[config.mk]
export PLATFORM = sky130hd
export DESIGN_NAME = if_stage_flat
export DESIGN_NICKNAME = d
export VERILOG_FILES = /design/src/rtl/cpu_pkg.sv /design/src/rtl/if_stage_if.sv /design/src/rtl/fetch_hold_buf.sv /design/src/rtl/if_stage.sv /design/src/flat_wrapper.sv
export SDC_FILE = /design/constraint.sdc
export NUM_CORES = 1
export LEC_CHECK = 0
export CAP_MARGIN = 20
export CORE_MARGIN = 2
export CORE_UTILIZATION = 23
export DETAILED_ROUTE_END_ITERATION = 7
export GPL_TIMING_DRIVEN = 0
export HOLD_SLACK_MARGIN = 0.08
export PLACE_DENSITY = 0.51
export SYNTH_ARGS = -nofsm -noshare
export SYNTH_HDL_FRONTEND = slang
export SYNTH_HIERARCHICAL = 1
export SYNTH_SLANG_ARGS = --single-unit
[constraint.sdc]
create_clock -name clk -period 2.4 [get_ports clk]
set_clock_uncertainty 0.2 [all_clocks]
set_input_delay 0.24 -clock clk [delete_from_list [all_inputs] [get_ports clk]]
set_output_delay 0.24 -clock clk [all_outputs]
set_load 0.02 [all_outputs]
[src/rtl/cpu_pkg.sv]
// Shared fetch-stage types and constants.
package cpu_pkg;

  typedef enum logic [1:0] {
    FETCH,
    HOLD,
    KILL
  } fetch_state_e;

  // addi x0, x0, 0
  localparam logic [31:0] NOP_INST = 32'h0000_0013;
  localparam logic [31:0] RESET_PC = 32'h0000_0000;

endpackage

[src/rtl/if_stage_if.sv]
// Instruction-memory request/response bus: level-held request, one-cycle response strobe.
interface if_stage_if;

  logic        im_req;
  logic [31:0] im_addr;
  logic        im_rvalid;
  logic [31:0] im_rdata;

  modport master (
    output im_req,
    output im_addr,
    input  im_rvalid,
    input  im_rdata
  );

  modport slave (
    input  im_req,
    input  im_addr,
    output im_rvalid,
    output im_rdata
  );

endinterface

[src/rtl/fetch_hold_buf.sv]
// Parks one fetched instruction and its PC while decode is stalled.
module fetch_hold_buf #(
  parameter logic [31:0] RstPc   = cpu_pkg::RESET_PC,
  parameter logic [31:0] RstInst = cpu_pkg::NOP_INST
) (
  input  logic        clk,
  input  logic        rst,
  input  logic        load_i,
  input  logic        clear_i,
  input  logic [31:0] inst_i,
  input  logic [31:0] pc_i,
  output logic [31:0] inst_o,
  output logic [31:0] pc_o
);

  logic [31:0] inst_q, inst_d;
  logic [31:0] pc_q, pc_d;

  always_comb begin
    inst_d = inst_q;
    pc_d   = pc_q;
    if (clear_i) begin
      inst_d = RstInst;
      pc_d   = RstPc;
    end else if (load_i) begin
      inst_d = inst_i;
      pc_d   = pc_i;
    end
  end

  always_ff @(posedge clk) begin
    if (rst) begin
      inst_q <= RstInst;
      pc_q   <= RstPc;
    end else begin
      inst_q <= inst_d;
      pc_q   <= pc_d;
    end
  end

  assign inst_o = inst_q;
  assign pc_o   = pc_q;

endmodule

[src/rtl/if_stage.sv]
// Instruction-fetch stage: owns the fetch PC, one outstanding imem request,
// absorbs stalls and jump/branch redirects, presents {pc, inst, valid} to decode.
module if_stage #(
  parameter logic [31:0] RESET_PC = cpu_pkg::RESET_PC,
  parameter logic [31:0] NOP_INST = cpu_pkg::NOP_INST
) (
  input  logic               clk,
  input  logic               rst,
  input  logic               stall,
  input  logic               mul_stall,
  input  logic               jb,
  input  logic [31:0]        jb_target,
  if_stage_if.master         imem,
  output logic [31:0]        pc_out,
  output logic [31:0]        inst_out,
  output logic               inst_valid
);

  import cpu_pkg::*;

  fetch_state_e state_q, state_d;
  logic [31:0]  fetch_pc_q, fetch_pc_d;
  logic [31:0]  redirect_pc_q, redirect_pc_d;
  logic         buf_load, buf_clear;
  logic [31:0]  buf_inst, buf_pc;
  logic         hold;
  logic [31:0]  jb_tgt;

  assign hold   = stall | mul_stall;
  assign jb_tgt = jb_target & ~32'h3;

  assign imem.im_req  = (state_q != HOLD) && !rst;
  assign imem.im_addr = fetch_pc_q;

  fetch_hold_buf #(
    .RstPc   (RESET_PC),
    .RstInst (NOP_INST)
  ) u_hold_buf (
    .clk     (clk),
    .rst     (rst),
    .load_i  (buf_load),
    .clear_i (buf_clear),
    .inst_i  (imem.im_rdata),
    .pc_i    (fetch_pc_q),
    .inst_o  (buf_inst),
    .pc_o    (buf_pc)
  );

  always_comb begin
    state_d       = state_q;
    fetch_pc_d    = fetch_pc_q;
    redirect_pc_d = redirect_pc_q;
    buf_load      = 1'b0;
    buf_clear     = 1'b0;
    inst_valid    = 1'b0;
    inst_out      = NOP_INST;
    pc_out        = fetch_pc_q;

    unique case (state_q)
      FETCH: begin
        if (jb) begin
          if (imem.im_rvalid) begin
            fetch_pc_d = jb_tgt;
          end else begin
            redirect_pc_d = jb_tgt;
            state_d       = KILL;
          end
        end else if (imem.im_rvalid) begin
          if (hold) begin
            buf_load = 1'b1;
            state_d  = HOLD;
          end else begin
            inst_valid = 1'b1;
            inst_out   = imem.im_rdata;
            fetch_pc_d = fetch_pc_q + 32'd4;
          end
        end
      end
      HOLD: begin
        pc_out = buf_pc;
        if (jb) begin
          buf_clear  = 1'b1;
          fetch_pc_d = jb_tgt;
          state_d    = FETCH;
        end else if (!hold) begin
          inst_valid = 1'b1;
          inst_out   = buf_inst;
          fetch_pc_d = buf_pc + 32'd4;
          state_d    = FETCH;
        end
      end
      KILL: begin
        // Wrong-path request still in flight; only its completion frees the bus.
        if (jb) begin
          redirect_pc_d = jb_tgt;
          if (imem.im_rvalid) begin
            fetch_pc_d = jb_tgt;
            state_d    = FETCH;
          end
        end else if (imem.im_rvalid) begin
          fetch_pc_d = redirect_pc_q;
          state_d    = FETCH;
        end
      end
      default: state_d = FETCH;
    endcase

    if (rst) begin
      inst_valid = 1'b0;
      inst_out   = NOP_INST;
      pc_out     = RESET_PC;
    end
  end

  always_ff @(posedge clk) begin
    if (rst) begin
      state_q       <= FETCH;
      fetch_pc_q    <= RESET_PC;
      redirect_pc_q <= RESET_PC;
    end else begin
      state_q       <= state_d;
      fetch_pc_q    <= fetch_pc_d;
      redirect_pc_q <= redirect_pc_d;
    end
  end

endmodule

[src/flat_wrapper.sv]
// flat-port wrapper written by rule: the top's interface ports become plain ports
module if_stage_flat import cpu_pkg::*;
#(
  parameter logic [31:0] RESET_PC = cpu_pkg::RESET_PC,
  parameter logic [31:0] NOP_INST = cpu_pkg::NOP_INST
)
  (clk, rst, stall, mul_stall, jb, jb_target, pc_out, inst_out, inst_valid, imem_im_req, imem_im_addr, imem_im_rvalid, imem_im_rdata);
  if_stage_if imem_i ();
  input  logic clk;
  input  logic rst;
  input  logic stall;
  input  logic mul_stall;
  input  logic jb;
  input  logic [31:0] jb_target;
  output logic [31:0] pc_out;
  output logic [31:0] inst_out;
  output logic inst_valid;
  output wire logic [$bits(imem_i.im_req)-1:0] imem_im_req;
  output wire logic [$bits(imem_i.im_addr)-1:0] imem_im_addr;
  input wire logic [$bits(imem_i.im_rvalid)-1:0] imem_im_rvalid;
  input wire logic [$bits(imem_i.im_rdata)-1:0] imem_im_rdata;
  assign imem_im_req = imem_i.im_req;
  assign imem_im_addr = imem_i.im_addr;
  assign imem_i.im_rvalid = imem_im_rvalid;
  assign imem_i.im_rdata = imem_im_rdata;
  if_stage #(.RESET_PC(RESET_PC), .NOP_INST(NOP_INST)) u_core (.clk(clk), .rst(rst), .stall(stall), .mul_stall(mul_stall), .jb(jb), .jb_target(jb_target), .imem(imem_i), .pc_out(pc_out), .inst_out(inst_out), .inst_valid(inst_valid));
endmodule
==> impl_summary.md, run 1 <==
Timing
The total setup violations reported at the end of the flow is 2. Across all hold checks on the routed design, the worst slack comes to 0.227 ns. The final critical path takes up 101% of the cycle.

The final max-slew violation count is 0. The final number of hold-violating endpoints is 0. For the finished layout, the period the worst path requires is 2.43 ns.

The worst relative slew slack is 50.8%. After layout, the worst setup slack is -0.0302 ns. At the pin with the least slew margin, the transition time is 0.735 ns. The achievable frequency is 0.411 GHz. Setup repair after global routing could not meet its margin everywhere.

Route
Using the TritonRoute via totals, the vias-per-cell ratio works out to 5.28. The number of nets with antenna violations after detailed routing is 0. The uppermost metal layer occupied by signal nets is met4. Summing over every cut layer, the via total after detailed routing is 9353. For this block, the routed nets add up to 38600 um of wire. The detailed router finished its first iteration with 922 violations. Summed over all nets, wire length on met2 after detailed routing comes to 17400 um. The number of DRC violations after detailed routing is 13. The number of detailed-routing iterations run before antenna repair is 8. The routed wire length per instance is 21.7 um. In the final routing, the length of wire on met1 measures 17000 um. The amount of wire on met3 after detailed routing is 2960 um.

Global routing
The total overflow left after global routing is 0. Global routing consumed, over all layers together, 19.6% of the routing resources. The number of antenna violations at the first check in global routing is 0. The number of global-route vias before repair is 8762.

The global-route wire length before repair is 55900 um. Entering global routing, the biggest net connects 17 pins.

Worst setup path
The critical path class is flop to primary output. The dominant cell type by count on the critical path is buf_12. Across all register-to-register paths, the minimum setup slack is 0.04 ns.

STA puts the critical path data required time at 1.96 ns. Among all stages on the critical path, the largest delay is contributed by dfxtp_2. The cell class contributing the biggest share of worst-path delay is buffers and inverters.

STA classifies the critical path startpoint as a flop. The delay of the slowest cell on the worst path is 0.34 ns. Along the worst path, the maximum fanout reaches 7. The worst setup path is captured at a primary output. The number of buffer and inverter stages on the critical path is 5. The critical register-to-register path startpoint is u_core/state_q[1]. The worst path arrival time is 1.99 ns. The critical path goes through inv_4, ha_4, buf_12, buf_12, buf_12, mux2i_4, nor2_2, buf_6.

In this run the worst setup path begins at u_core/state_q[1].

Power and ir drop
The clock network power share is 33.2%. The sequential power share is 30.7%. In this run the static leakage power is 4.51 nW. Of the total power, combinational logic draws 36.1%. The overall power consumption is 0.00858 W. VDD sags by at most 0.519 mV. The analysis attributes to net switching a power of 0.00317 W. The power density of the placed cells is 684 nW/um2. Net switching is 37.0% of the power. The internal portion of the total power is 0.00541 W.

Cells and area
At the end of the flow, the number of nets in the layout was 1374. The multi-input combinational cells in the finished layout cover a total of 5800 um2. From synthesis to final layout, the design area changed by 50.6%. The fraction of the core area covered by cells at the end of the flow is 35.2%. The total of fill cells in the finished design is 3731. The repair_antennas step left the layout with diodes totalling 0. The sequential cell area in the final layout is 2600 um2. Cells with a size suffix above 1 make up 27.7% of the layout.

Die
Once the floorplan was initialized, standard cells occupied 23.4% of the core. The top-level I/O count is 168. The die width is 194 um. The die covers 37800 um2.

The die span in y is 194 um. The core region is 35700 um2. After floorplanning, the core was divided into 69 placement rows.

Clocking
For this design, the CTS-stage hold fixing added 0 buffers. After clock tree synthesis, the clock-pin slew on the worst setup and hold paths is 0.06 ns. Clock latency on the worst-skew pair, taken at its later pin, is 0.44 ns.

The total clock buffers created by CTS is 17. The CTS tree is done. CTS saw 128 sinks. The cell sitting at the root of the clock tree is a clkbuf_16. The clock passes through at most 2 buffers.

The H-tree depth reported by CTS is 4.

Yosys
dfxtp_1 takes more of the synthesized area than any other cell. By area the synthesized netlist is led by dfxtp_1 (31%), mux2i_1 (13%), nor2_1 (7.8%). During synthesis, Yosys emitted a total of 6 warnings. The post-synth net total is 1137. The number of synthesized register bits is 128. Yosys mapped the design onto 73 distinct sky130hd cell types. Synthesis produced a netlist whose cell count is 1062. Of all flip-flops after synthesis, the portion carrying an async set or reset was 0%. The number of enable flip-flop cells after synthesis is 0. For this run, the leading register cell type out of synthesis is dfxtp_1. The mapped netlist covers 8340 um2. The share of the Yosys chip area taken by registers is 30.7%. A synthesized cell averages 7.85 um2. The area fraction of the dominant cell type after synthesis is 30.7%.

Run status
The final reports fail on DRC, setup timing. The flow ran to the end, but the final reports show violations.

Placement
Detailed placement ended at an HPWL of 27100 um. The number of port buffers is 165. Timing analysis after detailed placement gives a worst setup slack of -1.44 ns. The congestion estimate from routability-driven global placement came to 0.904.

Min path
The launch point of the worst hold path is jb_target[29]. The classification of the worst-slack hold path is input port to flop.

Run
Across the run, the number of max-cap violations was 0.
==> flip-flops by register name, indices dropped and copies added (netlist names) <==
| signal | cells |
|---|---|
| u_core/imem.im_addr | 32 |
| u_core/u_hold_buf/inst_o | 32 |
| u_core/redirect_pc_q | 30 |
| u_core/u_hold_buf/pc_o | 32 |
| u_core/state_q | 2 |
==> final timing paths <==
kind,cells after the start,end
max,8,pc_out[30]
min,3,u_core/redirect_pc_q[29]
max reg2reg,7,u_core/imem.im_addr[6]
min reg2reg,2,u_core/redirect_pc_q[31]
==> cells in the final DEF, fill, tap and decap left out, types with 16 or more instances in the layout <==
cell	instances
mux2i_1	108
clkdlybuf4s50_1	98
dfxtp_1	108
a21oi_1	75
a22oi_1	18
a211oi_1	16
a22oi_2	25
buf_2	20
buf_6	36
o21ai_0	31
buf_4	72
nand2_1	121
nand3_1	31
clkbuf_2	22
clkbuf_16	22
nor2_4	20
xnor2_1	26
nor2_1	152
==> power by group through the flow <==
stage / Clock, W / Combinational [W] / Sequential [W]
after global routing: 0.00297 / 0.00327 / 0.00267
after CTS: 0.00288 / 0.00286 / 0.00263
final: 0.00285 / 0.00310 / 0.00264
after detailed placement: 0 / 0.00255 / 0.00266
after global placement: 0 / 0.00254 / 0.00265
after floorplan: 0 / 0.00141 / 0.00267
==> synth_stat cells, types with 7 or more instances <==
| cell | n |
|---|---|
| nor2_1 | 173 |
| dfxtp_1 | 128 |
| nand2_1 | 125 |
| mux2i_1 | 112 |
| a21oi_1 | 76 |
| clkbuf_1 | 47 |
| a22oi_1 | 43 |
| o21ai_0 | 33 |
| nand3_1 | 32 |
| xnor2_1 | 26 |
| a211oi_1 | 16 |
| nand4_1 | 15 |
| buf_2 | 14 |
| buf_6 | 14 |
| and3_1 | 12 |
| inv_1 | 12 |
| o211ai_1 | 12 |
| a221oi_1 | 11 |
| nor4_1 | 9 |
| a22o_1 | 8 |
| nor3_1 | 8 |
| xor2_1 | 8 |
| a31oi_1 | 7 |
| and2_1 | 7 |
==> kinds of logic after synthesis <==
kind of cell	count (synthesis)	synth area share, %
flip-flops	128	30.7
AO/OA/AOI/OAI	260	21.7
AND/OR/NAND/NOR	420	23.2
buffers and inverters	100	6.23
multiplexers	115	13.9
XOR/XNOR	34	3.57
adder cells (fa/ha/maj)	5	0.750
==> tightest hold or removal path, stage by stage <==
cell and delay, ns:
clkdlybuf4s50_1 0.45, nand2_1 0.08, a21oi_1 0.05
==> final cells by class <==
| cell class | instances | area share [%] |
|---|---|---|
| Tap cell | 461 | 4.59 |
| Clock inverter | 11 | 1.23 |
| Buffer | 84 | 6.43 |
| Sequential cell | 128 | 20.7 |
| Inverter | 12 | 0.399 |
| Clock buffer | 21 | 3.83 |
| Multi-Input combinational cell | 834 | 46.2 |
| Timing Repair Buffer | 222 | 16.6 |
==> stage by stage <==
stage	area, um2	setup TNS [ns]	std cells
floorplan	8340	0	1062
global placement	10600	-194.04	1688
detailed placement	10600	-192.13	1688
CTS	12000	-0.510	1742
global route	12600	-0.863	1773
finish	12600	-0.0413	1773
==> per-layer routing <==
| layer | global-route usage, % | vias up |
|---|---|---|
| li1 | - | 4327 |
| met1 | 26.3 | 4506 |
| met2 | 30.8 | 437 |
| met3 | 4.32 | 83 |
| met4 | 7.26 | 0 |
| met5 | 0 | - |
==> timing repair <==
action | in CTS | in global routing
resized for setup | 450 | 130
gates cloned | 5 | 3
pin swaps | 25 | 21
buffers inserted | 20 | 29
endpoints found under the setup margin | 193 | 174
Note: power is estimated with default switching activity, not from simulation.
==> run 2: changes to the inputs <==
--- a/config.mk
+++ b/config.mk
@@ -11,7 +11,8 @@
 export DETAILED_ROUTE_END_ITERATION = 7
 export GPL_TIMING_DRIVEN = 0
 export HOLD_SLACK_MARGIN = 0.08
-export PLACE_DENSITY = 0.51
+export PLACE_DENSITY = 0.5
+export SLEW_MARGIN = 10
 export SYNTH_ARGS = -nofsm -noshare
 export SYNTH_HDL_FRONTEND = slang
 export SYNTH_HIERARCHICAL = 1
==> constraint.sdc (replaced) <==
create_clock -name clk -period 2.5 [get_ports clk]
set_clock_uncertainty 0.2 [all_clocks]
set_input_delay 0.25 -clock clk [delete_from_list [all_inputs] [get_ports clk]]
set_output_delay 0.25 -clock clk [all_outputs]
set_load 0.02 [all_outputs]
==> impl_summary.md, run 2 (synthesis gave the netlist of run 1 again) <==
Timing
The final hold slack is 0.242 ns. The minimum period implied by the final worst setup slack is 2.51 ns. The final number of hold-violating endpoints was 0. The final max-slew violation count is 0. The worst relative slew slack is 48.1%. At the pin with the least slew margin, the transition time is 0.776 ns. The total setup violations reported at the end of the flow is 1. The post-route fraction of the period consumed by the critical path is 101%.

Setup repair after global routing could not meet its margin everywhere. The achievable frequency is 0.398 GHz. The slack of the critical path is -0.0149 ns. The summed negative setup slack over all endpoints is -0.0149 ns.

Min path
The launch point of the worst hold path is jb_target[26]. Along the worst hold path, the cell count comes to 3. The capture endpoint of the worst hold path is u_core/redirect_pc_q[26]. The classification of the worst-slack hold path is input port to flop.

Clocking
The clock tree synthesis step divided the H-tree into 4 levels. Clock-pin slew was measured on the worst setup and hold paths at 0.06 ns. The clock network latency to the later pin of the worst-skew pair is 0.44 ns. The deepest clock path buffer count is 2. The clock root buffer is clkbuf_16. TritonCTS built the clock tree. Counting every sink on the clock net gives 128. Buffers inserted during clock tree synthesis total 17.

Power and ir drop
The internal portion of the total power is 0.00491 W. In this run the power spent charging and discharging nets is 0.00297 W. The share of total power dissipated in the clock network is 31.8%. In this run the static leakage power is 4.30 nW. The combinational share of power is 36.0%. The overall power consumption is 0.00788 W. The sequential power share is 32.1%. Power spread over the standard cell area amounts to 659 nW/um2. Of the total power, the share spent switching nets is 37.7%. IR analysis of the VDD net gives a maximum drop of 0.565 mV.

Die
The die span in y is 194 um. The initial utilization of the core area, before any placement, comes to 23.4%. The floorplan step defined a core boundary enclosing 35700 um2. The die footprint is 37800 um2. The die width is 194 um.

The top-level I/O count is 168. The number of rows in the core area is 69.

Cells and area
The library cells used most frequently in the layout, excluding fill and tap cells, are nor2_1 (158), nand2_1 (122), dfxtp_1 (115), mux2i_1 (110), clkdlybuf4s50_1 (98). The fraction of the core area covered by cells at the end of the flow is 33.6%. Cells with a size suffix above 1 make up 23.0% of the layout. At the end of the flow, the number of nets in the layout was 1352.

The most frequent standard cell in the layout excluding fill and tap cells is nor2_1. The number of standard cells in the layout, taps in and fillers out is 1752. The total of fill cells in the finished design is 3807. The area growth from synthesis to layout is 43.5%.

Route
The count of nets left with antenna violations once routing finished came out at 0. In the routed layout, each cell is associated on average with a via count of 5.26. The routed wire length per instance is 21.8 um.

Wires add up to 38200 um. The first detailed-routing pass took 8 iterations. The violation count after the first detailed-routing iteration is 1127. After detailed routing, the number of remaining DRC violations is 10. The routed layout has 9218 vias.

Worst setup path
The largest fanout on the critical path is 6. The worst register-to-register path begins at u_core/u_hold_buf/pc_o[2]. The critical path class is flop to flop. The destination of the worst register-to-register timing path is u_core/imem.im_addr[24]. The worst path arrival time is 2.64 ns.

The depth of the worst register-to-register path is 8. The type of element launching the critical path is a flop. The data required time of the critical path is 2.63 ns.

The worst setup path is captured at a flop. The worst setup slack for register-to-register paths is -0.01 ns.

Run status
The final reports fail on DRC, setup timing. The flow ran to the end, but the final reports show violations.

Global routing
Across every metal layer, demand over resource in global routing totals 19.6%. The first global-routing pass estimated 55600 um of wire. Entering global routing, the biggest net connects 17 pins. The total grt overflow is 0.

The number of antenna violations at the first check in global routing came to 1. The number of global-route vias before repair came to 8549.

Placement
The congestion estimate from routability-driven global placement came to 0.902. The number of port buffers is 165. The placed instance count is 1689. The half-perimeter wire length after placement is 27100 um.

Run
Across the run, the number of max-cap violations was 0.
[run 2: what timing repair did]
item	4_1_cts	5_1_grt
endpoints found under the setup margin	192	115
hold buffers	0	0
pin swaps	5	22
gates cloned	4	3
hold endpoints to repair	0	0
resized for setup	391	112
buffers inserted	12	14
[run 2: layer usage]
layer	vias to the layer above	wire length [um]	GRT usage (%)
met5	-	0	0
met4	0	983	6.13
met3	65	3160	4.30
met2	458	17100	30.7
met1	4419	17000	26.7
li1	4276	-	-
[run 2: critical path: stages (launching register included)]
cell       delay [ns]
dfxtp_1          0.49
ha_1             0.27
nand4_1          0.28
buf_4            0.26
nand3_1          0.07
nand2_1          0.07
a2111oi_2        0.37
o41ai_1          0.16
a32o_1           0.24
[run 2: area by class of cell]
| class | count | area [um2] | share of cell area, % |
|---|---|---|---|
| flip-flops and latches | 128 | 2590 | 21.7 |
| plain buffers | 85 | 769 | 6.43 |
| multi-input cells | 834 | 5580 | 46.6 |
| well taps | 461 | 577 | 4.82 |
| inverters | 12 | 50.0 | 0.418 |
| repair buffers | 199 | 1810 | 15.2 |
| clock buffers | 18 | 439 | 3.67 |
| diodes | 1 | 2.50 | 0.0209 |
| clock inverters | 14 | 143 | 1.19 |
[run 2: power groups by stage]
stage / combinational [W] / sequential, W / clock [W]
floorplan: 0.00135 / 0.00257 / 0
global placement: 0.00244 / 0.00255 / 0
detailed placement: 0.00246 / 0.00256 / 0
CTS: 0.00268 / 0.00252 / 0.00258
global route: 0.00300 / 0.00256 / 0.00268
finish: 0.00284 / 0.00253 / 0.00251
[run 2: worst max-delay path by stage]
stage | from | to | depth (start not counted)
after global placement | imem_im_rvalid | inst_out[31] | 8
after CTS | u_core/state_q[1] | pc_out[30] | 9
final | u_core/u_hold_buf/pc_o[2] | u_core/imem.im_addr[24] | 8
after floorplan | u_core/state_q[1] | pc_out[30] | 8
after detailed placement | imem_im_rvalid | inst_out[18] | 8
after global routing | u_core/state_q[1] | pc_out[30] | 9
[run 2: per-stage QoR]
step | worst slack, ns | area [um2]
3_3_place_gp | -1.44 | 10600
2_1_floorplan | 0.126 | 8340
3_5_place_dp | -1.50 | 10600
6_report | -0.0149 | 12000
4_1_cts | -0.0514 | 11700
5_1_grt | -0.0618 | 12000
